<file path="src/rtl/program_loader.sv">
// program_loader: assembles an MSB-first byte stream into instruction-memory writes and gates the core reset.
// Define LOADER_CHECKSUM_EN to require a trailing XOR checksum byte after the end marker.
module program_loader #(
   parameter int WORD_W = 32,
   parameter int ADDR_W = 32,
   parameter int DEPTH_WORDS = 256,
   localparam int BPW = WORD_W / 8,
   localparam int CW = $clog2(DEPTH_WORDS) + 1
) (
   input  logic              clk,
   input  logic              reset,
   input  logic              start,
   input  logic              in_valid,
   input  logic [7:0]        in_data,
   output logic              in_ready,
   output logic              inst_mem_wr_en,
   output logic [ADDR_W-1:0] inst_mem_addr,
   output logic [WORD_W-1:0] inst_mem_data,
   output logic              cpu_reset,
   output logic              busy,
   output logic              done,
   output logic              error,
   output logic [CW-1:0]     word_count
);
   localparam int BW = $clog2(BPW + 1);
   localparam logic [BW-1:0] LAST = BW'(BPW - 1);
`ifdef LOADER_CHECKSUM_EN
   typedef enum logic [1:0] {IDLE, LOAD, CHECK, END} state_t;
   localparam state_t MARK_NEXT = CHECK;
`else
   typedef enum logic [1:0] {IDLE, LOAD, END} state_t;
   localparam state_t MARK_NEXT = END;
`endif
   state_t state, state_n;
   logic [WORD_W-1:0] word_buf, word_n;
   logic [BW-1:0] byte_cnt;
   logic [CW-1:0] count_eff;
   logic load_go, take, complete, marker, full, write;
   assign load_go = start && (state == IDLE || state == END);
   assign take = in_valid && state == LOAD;
   assign word_n = (word_buf << 8) | WORD_W'(in_data);
   assign complete = take && byte_cnt == LAST;
   assign marker = &word_n;
   // a write still in flight already owns its slot
   assign count_eff = word_count + CW'(inst_mem_wr_en);
   assign full = count_eff == CW'(DEPTH_WORDS);
   assign write = complete && !marker && !full;
`ifdef LOADER_CHECKSUM_EN
   logic [7:0] checksum;
   function automatic logic [7:0] fold(input logic [WORD_W-1:0] w);
      fold = '0;
      for (int i = 0; i < BPW; i++) fold ^= w[8*i +: 8];
   endfunction
   assign busy = state == LOAD || state == CHECK;
`else
   assign busy = state == LOAD;
`endif
   assign in_ready = busy;
   always_ff @(posedge clk) begin
      if (!reset) state <= IDLE;
      else state <= state_n;
   end
   always_comb begin
      state_n = state;
      if (load_go) state_n = LOAD;
      if (complete) state_n = marker ? MARK_NEXT : full ? END : LOAD;
`ifdef LOADER_CHECKSUM_EN
      if (state == CHECK && in_valid) state_n = END;
`endif
   end
   always_ff @(posedge clk) begin
      if (!reset) begin
         word_buf <= '0;
         byte_cnt <= '0;
         word_count <= '0;
         inst_mem_wr_en <= 1'b0;
         inst_mem_addr <= '0;
         inst_mem_data <= '0;
         cpu_reset <= 1'b1;
         done <= 1'b0;
         error <= 1'b0;
`ifdef LOADER_CHECKSUM_EN
         checksum <= '0;
`endif
      end else begin
         inst_mem_wr_en <= write;
         word_count <= count_eff;
         if (take) begin
            word_buf <= word_n;
            byte_cnt <= complete ? '0 : byte_cnt + 1'b1;
         end
         if (write) begin
            inst_mem_addr <= ADDR_W'(count_eff * BPW);
            inst_mem_data <= word_n;
         end
         if (complete && !marker && full) error <= 1'b1;
`ifdef LOADER_CHECKSUM_EN
         if (write) checksum <= checksum ^ fold(word_n);
         if (state == CHECK && in_valid) begin
            done <= in_data == checksum;
            error <= in_data != checksum;
            cpu_reset <= in_data != checksum;
         end
         if (load_go) checksum <= '0;
`else
         if (complete && marker) begin
            done <= 1'b1;
            cpu_reset <= 1'b0;
         end
`endif
         if (load_go) begin
            word_buf <= '0;
            byte_cnt <= '0;
            word_count <= '0;
            done <= 1'b0;
            error <= 1'b0;
            cpu_reset <= 1'b1;
         end
      end
   end
endmodule

</file>
<file path="config.mk">
export PLATFORM = sky130hd
export DESIGN_NAME = program_loader
export DESIGN_NICKNAME = d
export VERILOG_FILES = /design/src/rtl/program_loader.sv
export SDC_FILE = /design/constraint.sdc
export NUM_CORES = 1
export LEC_CHECK = 0
export CAP_MARGIN = 20
export CORE_ASPECT_RATIO = 1.75
export CORE_MARGIN = 4
export CORE_UTILIZATION = 35
export DETAILED_ROUTE_END_ITERATION = 10
export GPL_TIMING_DRIVEN = 0
export PLACE_DENSITY = 0.66
export SLEW_MARGIN = 20
export SYNTH_ARGS = -nofsm -noshare
export SYNTH_HDL_FRONTEND = slang
export SYNTH_SLANG_ARGS = --single-unit
</file>
<file path="constraint.sdc">
create_clock -name clk -period 4.7 [get_ports clk]
set_clock_uncertainty 0.2 [all_clocks]
set_input_delay 0.705 -clock clk [delete_from_list [all_inputs] [get_ports clk]]
set_output_delay 0.705 -clock clk [all_outputs]
set_load 0.005 [all_outputs]
</file>
[After elaboration in Yosys (flattened, before gate mapping)]
Cells that the tools add are included.
Operators by class
  bitwise operators: 2
  shifts and indexed selects: 0
  magnitude comparators: 0
  div/mod/pow operators: 0
  equality and inequality tests: 4
  reduce and logical (&&, ||, !) cells: 14
  mux-type cells: 5
  multiply operators: 0
  $add $sub $neg: 2
Operators by type and width (number)
  bitwise OR 32 x 8 -> 32 bit: 1
  AND reduction 32 bit: 1
  adder 9 x 1 -> 9 bit: 1
  == test 9 bit (second input constant): 1
  2-to-1 mux 2 bit: 4
  logical AND 1 bit: 7
  adder 3 x 1 -> 3 bit (second input constant): 1
  == test 3 x 2 -> 1 bit (second input constant): 1
  2-to-1 mux 3 bit: 1
  == test 2 x 1 -> 1 bit (second input constant): 1
  == test 2 bit (second input constant): 1
  zero test 1 bit: 2
  zero test 2 bit: 1
  nonzero test 2 bit: 1
  OR reduction 2 bit: 1
  logical OR 1 bit: 1
  inverter 1 bit: 1
Storage, ports and cells
  output and inout bits: 79
  bits in registers: 83
  word-level logic and storage cells: 37
  memories kept: 0
  memory bits (read-only): 0
  latch bits: 0
  RAM bits: 0

[Longest topological paths before layout]
  word-level depth: 5
  mapped depth: 10

[Worst setup path before layout]
OpenSTA, ideal clock, no wires.
  kind: reg2reg
  from: register inst_mem_wr_en
  to: register inst_mem_data[10]
  clock period less this slack: 2.471 ns
  path buffers: 3
  slack: 2.229 ns
  library setup time: 0.120 ns
  stages on the path, launching flop included: 11
  arrival time: 2.151 ns
  required time: 4.380 ns
  cells stage by stage: dfxtp_1 -> ha_1 -> ha_1 -> nand2_2 -> o21a_1 -> or2_1 -> buf_6 -> o41a_1 -> buf_6 -> buf_6 -> mux2i_1
On the way
  longest elaborated chain between the ends: 4
Ends and longest elaborated chain
  start, declared: line 16  | output logic inst_mem_wr_en,
  start signal, assigned: line 86  | inst_mem_wr_en <= write;
  adder 9 x 1 -> 9 bit: line 45  | assign count_eff = word_count + CW'(inst_mem_wr_en);
  == test 9 bit: line 46  | assign full = count_eff == CW'(DEPTH_WORDS);
  zero test 1 bit: line 47  | assign write = complete && !marker && !full;
  logical AND 1 bit: line 47
  end signal, assigned: line 94  | inst_mem_data <= word_n;
  end, declared: line 18  | output logic [WORD_W-1:0] inst_mem_data,
Every way passes these cells.
A chain may end at the register's enable or synchronous reset.

[Worst setup path in the final report]
  from: input in_data[6]
  to: register inst_mem_data[26]
On the way
  longest elaborated chain between the ends: 5
Ends and longest elaborated chain
  start, declared: line 14  | input logic [7:0] in_data,
  bitwise OR 32 x 8 -> 32 bit: line 41  | assign word_n = (word_buf << 8) | WORD_W'(in_data);
  AND reduction 32 bit: line 43  | assign marker = &word_n;
  zero test 1 bit: line 47
  logical AND 1 bit (2 in series): line 47
Every way passes these cells.

==> run summary <==
Rel. slew slack = 52.30%
CTS max path bufs = 2
Antenna violations before repair = 0
Maximum vdd drop = 200.7 µV
FP Rows = 48
Final TNS setup = 0 ps
Die height = 141.7 µm
Layout Nets = 535
Register bit total from synthesis = 83
Status = completed
Yosys top cell area share = 46.50%
RSZ-0062 raised after global routing = false
Total die area = 11950 µm²
Resize count post-CTS = 0
N_diodes = 0
Synth-to-Final Area Change = 32.81%
P_sw = 0.3205 mW
Pins Over Slew Limit = 0
Multi-input combinational cell area = 1639 µm²
Worst EP arrival = 3050 ps
Vias per std cell = 4.760
Drt wl/cell = 13.77 µm
Layout cell share with drive strength beyond 1 = 9.160%
CTS tree = yes
Post-Syn Instances = 420
Post-synthesis sequential area ratio = 46.50%
DR iter-0 viols = 140
Tcrit/Tclk final = 63.73%
CTS Root Cell = clkbuf_16
Post-CTS setup buffers = 0
Max Cap Viol = 0
Post-synthesis async set-or-reset flop share = 0%
Syn Std Cell Area = 3573 µm²
Grt peak-use layer = met2
CTS sink cnt = 83
Commonest cells after routing, fill and taps aside = nand2_1 (128), dfxtp_1 (83), clkdlybuf4s50_1 (66)
Sequential Power Share = 49.7%
Final Wtd Congestion = 0.8482
Comb power frac = 5.3%
Synthesized area per cell = 8.508 µm²
CP Class = primary input to register
Global routing usage on met1 = 15.92%
First-pass GRT wire length = 14650 µm
# IOs = 91
Crit path time final = 2995 ps
Post-synth EDFFs = 0
Power per Cell Area = 301.1 nW/µm²
Worst EP required = 4750 ps
Area contributors post-synth = dfxtp_1 (46%), nand2_1 (13%), mux2i_1 (10%), buf_4 (5.0%), a21oi_1 (4.5%)
Worst-path clk slew = 60 ps
WL final = 8935 µm
Predominant post-synthesis flop cell = dfxtp_1
Ys Warns = 0
CP max FO = 10
Starting density of the core = 36.06%
Hold_buf cts = 0
Total power = 1.429 mW
DRC = 0
GRT Util Overall = 15.44%
Distinct cells, synth = 42
Worst-Margin Slew = 709.0 ps
Hold Crit Class = register to register
Int Pwr = 1.108 mW
Final hold vios = 0
Commonest non-fill, non-tap cell in the layout = nand2_1
Inserted Clock Buffers = 9
Number of fill cells = 1008
Flop2flop setup slack = 1950 ps
Met3 Usage GRT = 3.196%
Final Setup Violations = 0
Cell accounting for the most synthesized area = dfxtp_1
Worst skew pair latency = 340 ps
CTS HTree Levels = 3
CP Launch Type = primary input
Sw frac = 22.43%
Reg area = 1662 µm²
Number of detailed-route iterations in the first pass = 4
Die Width = 84.38 µm
Core area = 9910 µm²
HPWL after DPL = 6868 µm
Vias in the first global route = 3083
GR Util met2 = 28.52%
Vias = 3089
Clock group share of total power = 45.0%
Routed Antenna Nets = 0
Crit end category = register
IO buf count = 66
Congestion Overflow GR = 0
Leak pwr = 1.686 nW
Fmax = 333.9 MHz
Largest net degree at the start of global routing = 14
## state kept, by name, indices dropped and copies added, names as in the netlist
name            count
inst_mem_data      32
word_buf           24
inst_mem_addr       9
word_count          9
byte_cnt            3
state               2
cpu_reset           1
done                1
error               1
inst_mem_wr_en      1
## worst max-delay path, stage by stage
cell             delay [ps]
clkdlybuf4s50_1         550
nand4_1                 140
nor4_1                  570
a21oi_1                 350
o41a_1                  230
buf_6                   170
buf_6                   160
mux2i_1                 170
## routing by layer
| metal | up-vias | wire length (µm) |
|---|---|---|
| met3 | 20 | 515 |
| li1 | 1555 | - |
| met4 | 0 | 287 |
| met5 | - | 0 |
| met2 | 96 | 4895 |
| met1 | 1418 | 3237 |
## logic make-up after synthesis
logic type      after synthesis  synth area share (%)
xor+xnor                      8                 1.961
mux                          36                 10.08
fa+ha+maj                     4                 1.401
compound gates               53                 8.999
flops                        83                 46.50
other cells                   1                0.1049
buf+inv                      60                 9.944
simple gates                175                 21.01
## Yosys cell counts, types with 3 or more instances
library cell	instances
dfxtp_1	83
inv_1	10
buf_4	24
nor3_1	5
nor2b_1	6
nor2_1	7
a31oi_1	4
o21ai_0	3
mux2i_1	36
a21oi_1	32
nand3_1	7
nand2_1	128
nand4_1	10
xnor2_1	6
clkbuf_1	16
buf_6	5
buf_1	3
ha_1	4
nor4_1	3
## per-stage QoR
| stage | utilization (%) | worst slack [ps] | area (µm²) | std cells | hold slack, ps |
|---|---|---|---|---|---|
| 6_report | 47.89 | 1705 | 4746 | 649 | 249.4 |
| 5_1_grt | 47.89 | 1529 | 4746 | 649 | 271.9 |
| 4_1_cts | 47.89 | 1739 | 4746 | 649 | 253.3 |
| 3_5_place_dp | 45.14 | 1428 | 4473 | 633 | 244.1 |
| 3_3_place_gp | 45.14 | 1450 | 4473 | 633 | 239.2 |
| 2_1_floorplan | - | 2229 | 3656 | 442 | 235.6 |
## layout make-up
class / count / area share (%)
inverter: 10 / 0.7909
timing repair buffer: 66 / 13.92
clock inverter: 4 / 0.5537
tap: 125 / 3.296
sequential: 83 / 35.01
clock buffer: 12 / 5.194
multi-input combinational: 299 / 34.54
buffer: 50 / 6.697
## path summary, 6_finish.rpt
kind / start / depth (start not counted) / to
worst max register to register: inst_mem_wr_en / 8 / inst_mem_addr[10]
worst max-delay path: in_data[6] / 8 / inst_mem_data[26]
worst min-delay path: inst_mem_addr[9] / 2 / inst_mem_addr[9]
worst min register to register: inst_mem_addr[9] / 2 / inst_mem_addr[9]
## power by group through the flow
stage	clock, mW	sequential, mW	combinational, mW
2_1_floorplan	0	0.724	0.0484
5_1_grt	0.684	0.710	0.0842
3_5_place_dp	0	0.725	0.0747
3_3_place_gp	0	0.725	0.0741
6_report	0.644	0.710	0.0755
4_1_cts	0.657	0.710	0.0750
No activity file was read; power rests on OpenSTA's default activity.
